File: config.mk
export PLATFORM = sky130hd
export DESIGN_NAME = alu_muldiv_unit
export DESIGN_NICKNAME = d
export VERILOG_FILES = /design/src/rtl/alu_muldiv_unit_pkg.sv /design/src/rtl/alu_muldiv_divstep.sv /design/src/rtl/alu_muldiv_unit.sv
export SDC_FILE = /design/constraint.sdc
export NUM_CORES = 1
export LEC_CHECK = 0
export ABC_CLOCK_PERIOD_IN_PS = 5200
export BUFFER_PORTS_ARGS = -buffer_cell sky130_fd_sc_hd__buf_2
export CELL_PAD_IN_SITES_DETAIL_PLACEMENT = 1
export CELL_PAD_IN_SITES_GLOBAL_PLACEMENT = 1
export CORE_MARGIN = 2
export CORE_UTILIZATION = 46
export CTS_BUF_LIST = sky130_fd_sc_hd__clkbuf_8
export DETAILED_ROUTE_END_ITERATION = 10
export HOLD_SLACK_MARGIN = 0.03
export MAX_ROUTING_LAYER = met4
export PLACE_DENSITY = 0.79
export SYNTH_ARGS = -nofsm -noshare
export SYNTH_HDL_FRONTEND = slang
export SYNTH_SLANG_ARGS = --single-unit
File: constraint.sdc
create_clock -name clock -period 5.2 [get_ports clock]
set_clock_uncertainty 0.05 [all_clocks]
set_input_delay 1.04 -clock clock [delete_from_list [all_inputs] [get_ports clock]]
set_output_delay 1.04 -clock clock [all_outputs]
set_load 0.005 [all_outputs]
File: src/rtl/alu_muldiv_unit_pkg.sv
// ---------------------------------------------------------------------------
// alu_muldiv_unit_pkg
//   Shared definitions for the HI/LO multiply/divide unit:
//   - Alu_Func   : decoded ALU function encoding used by the execute stage
//   - muldiv_state_e : sequencer states of the iterative multiply/divide
//   - muldiv_cnt_w   : width of the per-iteration step counter
// ---------------------------------------------------------------------------
package alu_muldiv_unit_pkg;

  typedef enum logic [4:0] {
    Alu_Func_Add,
    Alu_Func_Addu,
    Alu_Func_Sub,
    Alu_Func_Subu,
    Alu_Func_And,
    Alu_Func_Or,
    Alu_Func_Xor,
    Alu_Func_Nor,
    Alu_Func_Slt,
    Alu_Func_Sltu,
    Alu_Func_Sll,
    Alu_Func_Srl,
    Alu_Func_Sra,
    Alu_Func_Lui,
    Alu_Func_Muls,
    Alu_Func_Mulu,
    Alu_Func_Divs,
    Alu_Func_Divu,
    Alu_Func_Mthi,
    Alu_Func_Mtlo,
    Alu_Func_Mfhi,
    Alu_Func_Mflo
  } Alu_Func;

  typedef enum logic [1:0] {
    MD_IDLE,
    MD_MUL,
    MD_DIV,
    MD_FIXUP
  } muldiv_state_e;

  // Step counter must hold 0..width-1.
  function automatic int muldiv_cnt_w(input int width);
    return (width > 1) ? $clog2(width) : 1;
  endfunction

endpackage

File: src/rtl/alu_muldiv_divstep.sv
// ---------------------------------------------------------------------------
// alu_muldiv_divstep
//   One combinational restoring-division step. The partial remainder is
//   shifted left with the next dividend bit; if the result is not smaller
//   than the divisor it is reduced and the quotient bit is 1.
// Ports
//   i_rem   in  WIDTH  partial remainder before this step
//   i_bit   in  1      next dividend bit (MSB first)
//   i_dsor  in  WIDTH  divisor magnitude
//   o_rem   out WIDTH  partial remainder after this step
//   o_qbit  out 1      quotient bit produced by this step
// ---------------------------------------------------------------------------
module alu_muldiv_divstep #(
  parameter int WIDTH = 32
) (
  input  logic [WIDTH-1:0] i_rem,
  input  logic             i_bit,
  input  logic [WIDTH-1:0] i_dsor,
  output logic [WIDTH-1:0] o_rem,
  output logic             o_qbit
);

  logic [WIDTH:0] w_shift;

  assign w_shift = {i_rem, i_bit};
  assign o_qbit  = (w_shift >= {1'b0, i_dsor});
  // When the subtraction succeeds the true difference fits in WIDTH bits,
  // so a modular WIDTH-bit subtract yields it exactly. A zero divisor always
  // "succeeds", which walks the dividend into the remainder unchanged.
  assign o_rem   = o_qbit ? (w_shift[WIDTH-1:0] - i_dsor) : w_shift[WIDTH-1:0];

endmodule

File: src/rtl/alu_muldiv_unit.sv
// ---------------------------------------------------------------------------
// alu_muldiv_unit
//   Execute-stage HI/LO group: Muls/Mulu/Divs/Divu/Mthi/Mtlo. Owns the
//   architectural HI/LO registers and runs an iterative shift-add multiply
//   and restoring divide (WIDTH steps plus one sign-fixup cycle).
// Configuration
//   ALU_MULDIV_FAST_MUL_EN : when defined, multiplies complete combinationally
//   at the accept edge (no busy, done pulses next cycle). Divide unchanged.
// Ports
//   clock    in   1      rising-edge clock
//   reset    in   1      synchronous, active-low
//   flush    in   1      abort in-flight op; HI/LO keep their values
//   inValid  in   1      func/a/b valid this cycle
//   inReady  out  1      unit idle; op accepted on inValid & inReady edge
//   func     in   Alu_Func decoded ALU function
//   a        in   WIDTH  rs operand (dividend / multiplicand / move source)
//   b        in   WIDTH  rt operand (divisor / multiplier)
//   busy     out  1      iterative op in progress
//   done     out  1      one-cycle pulse: HI/LO just updated by mul/div
//   hi, lo   out  WIDTH  architectural HI / LO
// ---------------------------------------------------------------------------
module alu_muldiv_unit
  import alu_muldiv_unit_pkg::*;
#(
  parameter int WIDTH = 32
) (
  input  logic             clock,
  input  logic             reset,
  input  logic             flush,
  input  logic             inValid,
  output logic             inReady,
  input  Alu_Func          func,
  input  logic [WIDTH-1:0] a,
  input  logic [WIDTH-1:0] b,
  output logic             busy,
  output logic             done,
  output logic [WIDTH-1:0] hi,
  output logic [WIDTH-1:0] lo
);

  localparam int               CNT_W     = muldiv_cnt_w(WIDTH);
  localparam logic [CNT_W-1:0] LAST_STEP = CNT_W'(WIDTH - 1);

  muldiv_state_e      r_state, w_next;
  logic [CNT_W-1:0]   r_cnt;
  logic               r_done;
  logic [WIDTH-1:0]   r_hi, r_lo;

  // Shared iteration datapath: r_acc is the upper product half / remainder,
  // r_q the multiplier-then-lower-product / dividend-then-quotient.
  logic [WIDTH-1:0]   r_acc, r_q, r_opb;
  logic               r_is_div, r_neg_q, r_neg_r, r_dz;

  logic               w_accept, w_is_mul, w_is_div, w_signed;
  logic               w_a_neg, w_b_neg;
  logic [WIDTH-1:0]   w_a_mag, w_b_mag;
  logic [WIDTH:0]     w_mul_sum;
  logic [WIDTH-1:0]   w_div_rem;
  logic               w_qbit;
  logic [2*WIDTH-1:0] w_prod_mag, w_prod;
  logic [WIDTH-1:0]   w_quo, w_rem;

  assign inReady  = (r_state == MD_IDLE);
  assign busy     = ~inReady;
  assign done     = r_done;
  assign hi       = r_hi;
  assign lo       = r_lo;

  assign w_accept = inValid & inReady & ~flush;
  assign w_is_mul = (func == Alu_Func_Muls) | (func == Alu_Func_Mulu);
  assign w_is_div = (func == Alu_Func_Divs) | (func == Alu_Func_Divu);
  assign w_signed = (func == Alu_Func_Muls) | (func == Alu_Func_Divs);
  assign w_a_neg  = w_signed & a[WIDTH-1];
  assign w_b_neg  = w_signed & b[WIDTH-1];
  assign w_a_mag  = w_a_neg ? -a : a;
  assign w_b_mag  = w_b_neg ? -b : b;

  assign w_mul_sum = {1'b0, r_acc} + (r_q[0] ? {1'b0, r_opb} : '0);

  alu_muldiv_divstep #(.WIDTH(WIDTH)) u_divstep (
    .i_rem  (r_acc),
    .i_bit  (r_q[WIDTH-1]),
    .i_dsor (r_opb),
    .o_rem  (w_div_rem),
    .o_qbit (w_qbit)
  );

  // Sign correction applied in FIXUP. MIN_INT / -1 needs no special case:
  // the magnitude quotient 2^(WIDTH-1) negates to itself.
  assign w_prod_mag = {r_acc, r_q};
  assign w_prod     = r_neg_q ? -w_prod_mag : w_prod_mag;
  assign w_quo      = r_dz ? '1 : (r_neg_q ? -r_q : r_q);
  assign w_rem      = r_neg_r ? -r_acc : r_acc;

`ifdef ALU_MULDIV_FAST_MUL_EN
  logic [2*WIDTH-1:0] w_fast_ea, w_fast_eb, w_fast_prod;

  // Sign-extending to 2*WIDTH makes a modular multiply give the signed product.
  assign w_fast_ea   = {{WIDTH{w_a_neg}}, a};
  assign w_fast_eb   = {{WIDTH{w_b_neg}}, b};
  assign w_fast_prod = w_fast_ea * w_fast_eb;
`endif

  always_comb begin
    w_next = r_state;
    case (r_state)
      MD_IDLE: begin
        if (w_accept) begin
          if (w_is_div) w_next = MD_DIV;
`ifndef ALU_MULDIV_FAST_MUL_EN
          else if (w_is_mul) w_next = MD_MUL;
`endif
        end
      end
      MD_MUL, MD_DIV: begin
        if (r_cnt == LAST_STEP) w_next = MD_FIXUP;
      end
      MD_FIXUP: w_next = MD_IDLE;
      default:  w_next = MD_IDLE;
    endcase
    if (flush) w_next = MD_IDLE;
  end

  always_ff @(posedge clock) begin
    if (!reset) begin
      r_state <= MD_IDLE;
      r_cnt   <= '0;
      r_done  <= 1'b0;
      r_hi    <= '0;
      r_lo    <= '0;
    end else begin
      r_state <= w_next;
      r_done  <= 1'b0;
      if (flush || w_accept) begin
        r_cnt <= '0;
      end else if ((r_state == MD_MUL) || (r_state == MD_DIV)) begin
        r_cnt <= r_cnt + CNT_W'(1);
      end
      // A flush suppresses every HI/LO write, including a pending FIXUP.
      if (!flush) begin
        if (w_accept) begin
          case (func)
            Alu_Func_Mthi: r_hi <= a;
            Alu_Func_Mtlo: r_lo <= a;
`ifdef ALU_MULDIV_FAST_MUL_EN
            Alu_Func_Muls, Alu_Func_Mulu: begin
              {r_hi, r_lo} <= w_fast_prod;
              r_done       <= 1'b1;
            end
`endif
            default: ;
          endcase
        end
        if (r_state == MD_FIXUP) begin
          r_done <= 1'b1;
          if (r_is_div) begin
            r_hi <= w_rem;
            r_lo <= w_quo;
          end else begin
            {r_hi, r_lo} <= w_prod;
          end
        end
      end
    end
  end

  // Multiply is commutative, so both ops load |a| into r_q and |b| into r_opb.
  always_ff @(posedge clock) begin
    if (w_accept && (w_is_mul || w_is_div)) begin
      r_acc    <= '0;
      r_q      <= w_a_mag;
      r_opb    <= w_b_mag;
      r_is_div <= w_is_div;
      r_neg_q  <= w_a_neg ^ w_b_neg;
      r_neg_r  <= w_a_neg;
      r_dz     <= (b == '0);
    end else if (r_state == MD_MUL) begin
      r_acc <= w_mul_sum[WIDTH:1];
      r_q   <= {w_mul_sum[0], r_q[WIDTH-1:1]};
    end else if (r_state == MD_DIV) begin
      r_acc <= w_div_rem;
      r_q   <= {r_q[WIDTH-2:0], w_qbit};
    end
  end

endmodule

==> results_dict.tcl <==
set metrics [dict create \
    cts_made_buffers 17 \
    crit_path_max_incr_delay_ns 0.51 \
    outcome "complete, no violations" \
    powerDensity_mw_per_mm2 385 \
    critPathLaunchType "flop" \
    postCtsResizedCells 0 \
    dpl_cell_area_mm2 0.0153 \
    nFillCells 3814 \
    crit_chain "inv_1 > buf_4 > nor2_1 > fa_1 > a211oi_1 > nor4_1 > o21ai_0 > nand4_1 > a41oi_1 > o21ai_0 > xnor2_1 > nor2_1 > a221o_1" \
    clock-sinks 172 \
    gp_congestion 0.966 \
    fin_util_pct 51.2 \
    synthFlopType "dfxtp_1" \
    worstHoldEndpoint "hi[25]" \
    drt_iter0_drc 1132 \
    tns_ns 0 \
    syn_nets 1952 \
    synth-seq-cells 172 \
    drc 0 \
    wirelength_um 52600 \
    grt_pass1_wl_um 83400 \
    max_slew.worst_pin.slew_ns 1.25 \
    ir_drop_v 0.000195 \
    vias_per_cell 6.27 \
    grt_pass1_vias 14900 \
    drtPass1Iterations 5 \
    synthToLayoutAreaGrowth_pct 9.59 \
    cts_tree "done" \
    cts_hold_buf 0 \
    reg2reg_to "r_acc[29]" \
    arrival_ns 4.26 \
    r2r-start "r_q[0]" \
    synth-seq-area-share_pct 28.9 \
    drv_slew 0 \
    overflow 0 \
    synth_edf_count 68 \
    antennaDiodeCount 0 \
    crit_fanout 32 \
    leakagePower_nw 6.23 \
    syn_inst 1803 \
    clockBufferDepth 2 \
    initial_core_util_pct 46.7 \
    rows 64 \
    period_share_pct 74.7 \
    yosys.cell_types.count 82 \
    synth_area_leaders "dfxtp_1 15%, edfxtp_1 14%, ha_1 6.5%, xnor2_1 5.9%, o21ai_0 5.2%" \
    finalHoldViolations 0 \
    r2r_cells 13 \
    setup_viol 0 \
    dieArea_mm2 0.0325 \
    htreeDepth 4 \
    rsz0062_at_grt "false" \
    fp.coreArea_mm2 0.0306 \
    r2r_setup_slack_ns 1.32 \
    avgSynthCellArea_um2 7.93 \
    synth_top_cell_area_share_pct 14.6 \
    async_reset_ff_share_pct 0 \
    ctsRootBufferMaster "clkbuf_8" \
    hpwl_um 41300 \
    required_ns 5.58 \
    fp.dieH_um 180 \
    crit_type "reg2reg" \
    drive_above_1_share_pct 12.1 \
    vias 14400 \
    path_clk_slew_ns 0.10 \
    grt_util_all_layers_pct 33.3 \
    fmax_mhz 257 \
    grt_max_degree 69 \
    min-delay-start "hi[25]" \
    synth_area_mm2 0.0143 \
    yosys_warnings 0 \
    hp-class "reg2reg" \
    wl_per_cell_um 23.0 \
    die_x_um 180 \
    slowest_stage "o21ai_0" \
    fin_nets 2032 \
    fin_crit_ns 3.88 \
    portBuffers 139 \
    ios 140 \
    worstHoldPathCells 2 \
    maxCapViolations 0 \
    cp-end-kind "flop" \
    drtAntennaViolNets 0 \
    path_delay_family "compound AO/OA/AOI/OAI gates" \
    cts_setup_buffers 0 \
    antenna_found_initial 0 \
    post-route-cell-area_mm2 0.0157 \
    clkLatencyLatePin_ns 0.55 \
    synth_area_leader_cell "dfxtp_1" \
    critPathBufInv 2 \
    max_slew_margin_pct 16.7 \
]
routing by layer:
layer,track usage [%],wire [um],vias up
met3,5.05,2990,130
met2,55.1,25200,518
met4,14.7,2190,0
met5,-,0,-
met1,40.2,22200,6985
li1,-,-,6731
registers in the layout, summed over array words and instances (netlist names), 2 cells and up:
signal / flops
lo: 32
r_acc: 32
r_opb: 32
r_state: 2
r_cnt: 5
hi: 32
r_q: 32
layout by cell type, fill, tap and decap left out, drive strengths merged, types with 6 or more instances in the layout:
master,n
a211oi,30
a21boi,28
a21o,24
a21oi,141
a22o,12
a31oi,16
and2,7
buf,163
clkbuf,17
clkinv,6
dfxtp,104
edfxtp,68
ha,74
inv,83
mux2i,51
nand2,186
nand2b,21
nand3,34
nand4,24
nor2,161
nor2b,30
nor3,44
nor3b,6
nor4,19
o211ai,22
o21a,11
o21ai,151
o221ai,19
o31ai,21
o32ai,6
o41ai,13
or2,11
or3,22
or4,12
xnor2,96
xor2,71
cell families (layout without fill, tap and decap cells):
family | Yosys count | count (layout) | synth area share [%]
muxes | 53 | 53 | 3.73
adders and majority gates | 76 | 76 | 6.76
and+or+nand+nor | 598 | 598 | 20.2
DFF | 172 | 172 | 28.9
AOI/OAI and AO/OA | 559 | 559 | 25.4
xor gates and xnor gates | 167 | 167 | 10.2
buffers and inverters | 178 | 271 | 4.82
metrics by stage:
stage	total power, mW	hold slack, ns	std cells	setup WS [ns]
after floorplan	3.95	0.400	1803	0.955
after global placement	4.89	0.395	2260	1.35
after detailed placement	4.97	0.404	2260	1.25
after CTS	5.97	0.419	2292	1.33
after global routing	6.40	0.447	2292	1.00
final	6.02	0.413	2292	1.32
power breakdown:
part | internal [mW] | switching (mW) | total [mW]
Sequential | 1.54 | 0.355 | 1.89
Clock | 0.397 | 0.605 | 1.00
Combinational | 1.20 | 1.93 | 3.13
Total | 3.13 | 2.89 | 6.02
final cells by class:
| type | count | area [um2] | share of cell area [%] |
|---|---|---|---|
| repair buffers | 163 | 876 | 5.59 |
| multi-input cells | 1453 | 9490 | 60.6 |
| clock buffers | 17 | 234 | 1.49 |
| flip-flops and latches | 172 | 4120 | 26.3 |
| well taps | 396 | 495 | 3.16 |
| inverters | 76 | 287 | 1.83 |
| clock inverters | 15 | 153 | 0.975 |
Yosys cell counts (all sizes together), types with 34 or more instances:
cell type,instances
clkbuf,87
nand3,34
xor2,71
a21oi,141
nand2,186
nor2,161
ha,74
mux2i,51
o21ai,151
xnor2,96
nor3,44
inv,75
edfxtp,68
dfxtp,104
how the worst max path moves through the flow:
stage / endpoint / depth (start not counted) / from
floorplan: r_q[1] / 8 / func[1]
global placement: r_q[21] / 12 / func[1]
detailed placement: r_q[30] / 10 / a[5]
CTS: r_acc[29] / 13 / r_q[0]
global route: r_acc[29] / 13 / r_q[0]
finish: r_acc[29] / 13 / r_q[0]
worst reg2reg max path, stage by stage, from the launching register on:
cell	delay, ns
edfxtp_1	0.47
inv_1	0.12
buf_4	0.34
nor2_1	0.14
fa_1	0.47
a211oi_1	0.38
nor4_1	0.14
o21ai_0	0.51
nand4_1	0.23
a41oi_1	0.32
o21ai_0	0.15
xnor2_1	0.15
nor2_1	0.06
a221o_1	0.25
Note: power is estimated with default switching activity, not from simulation.
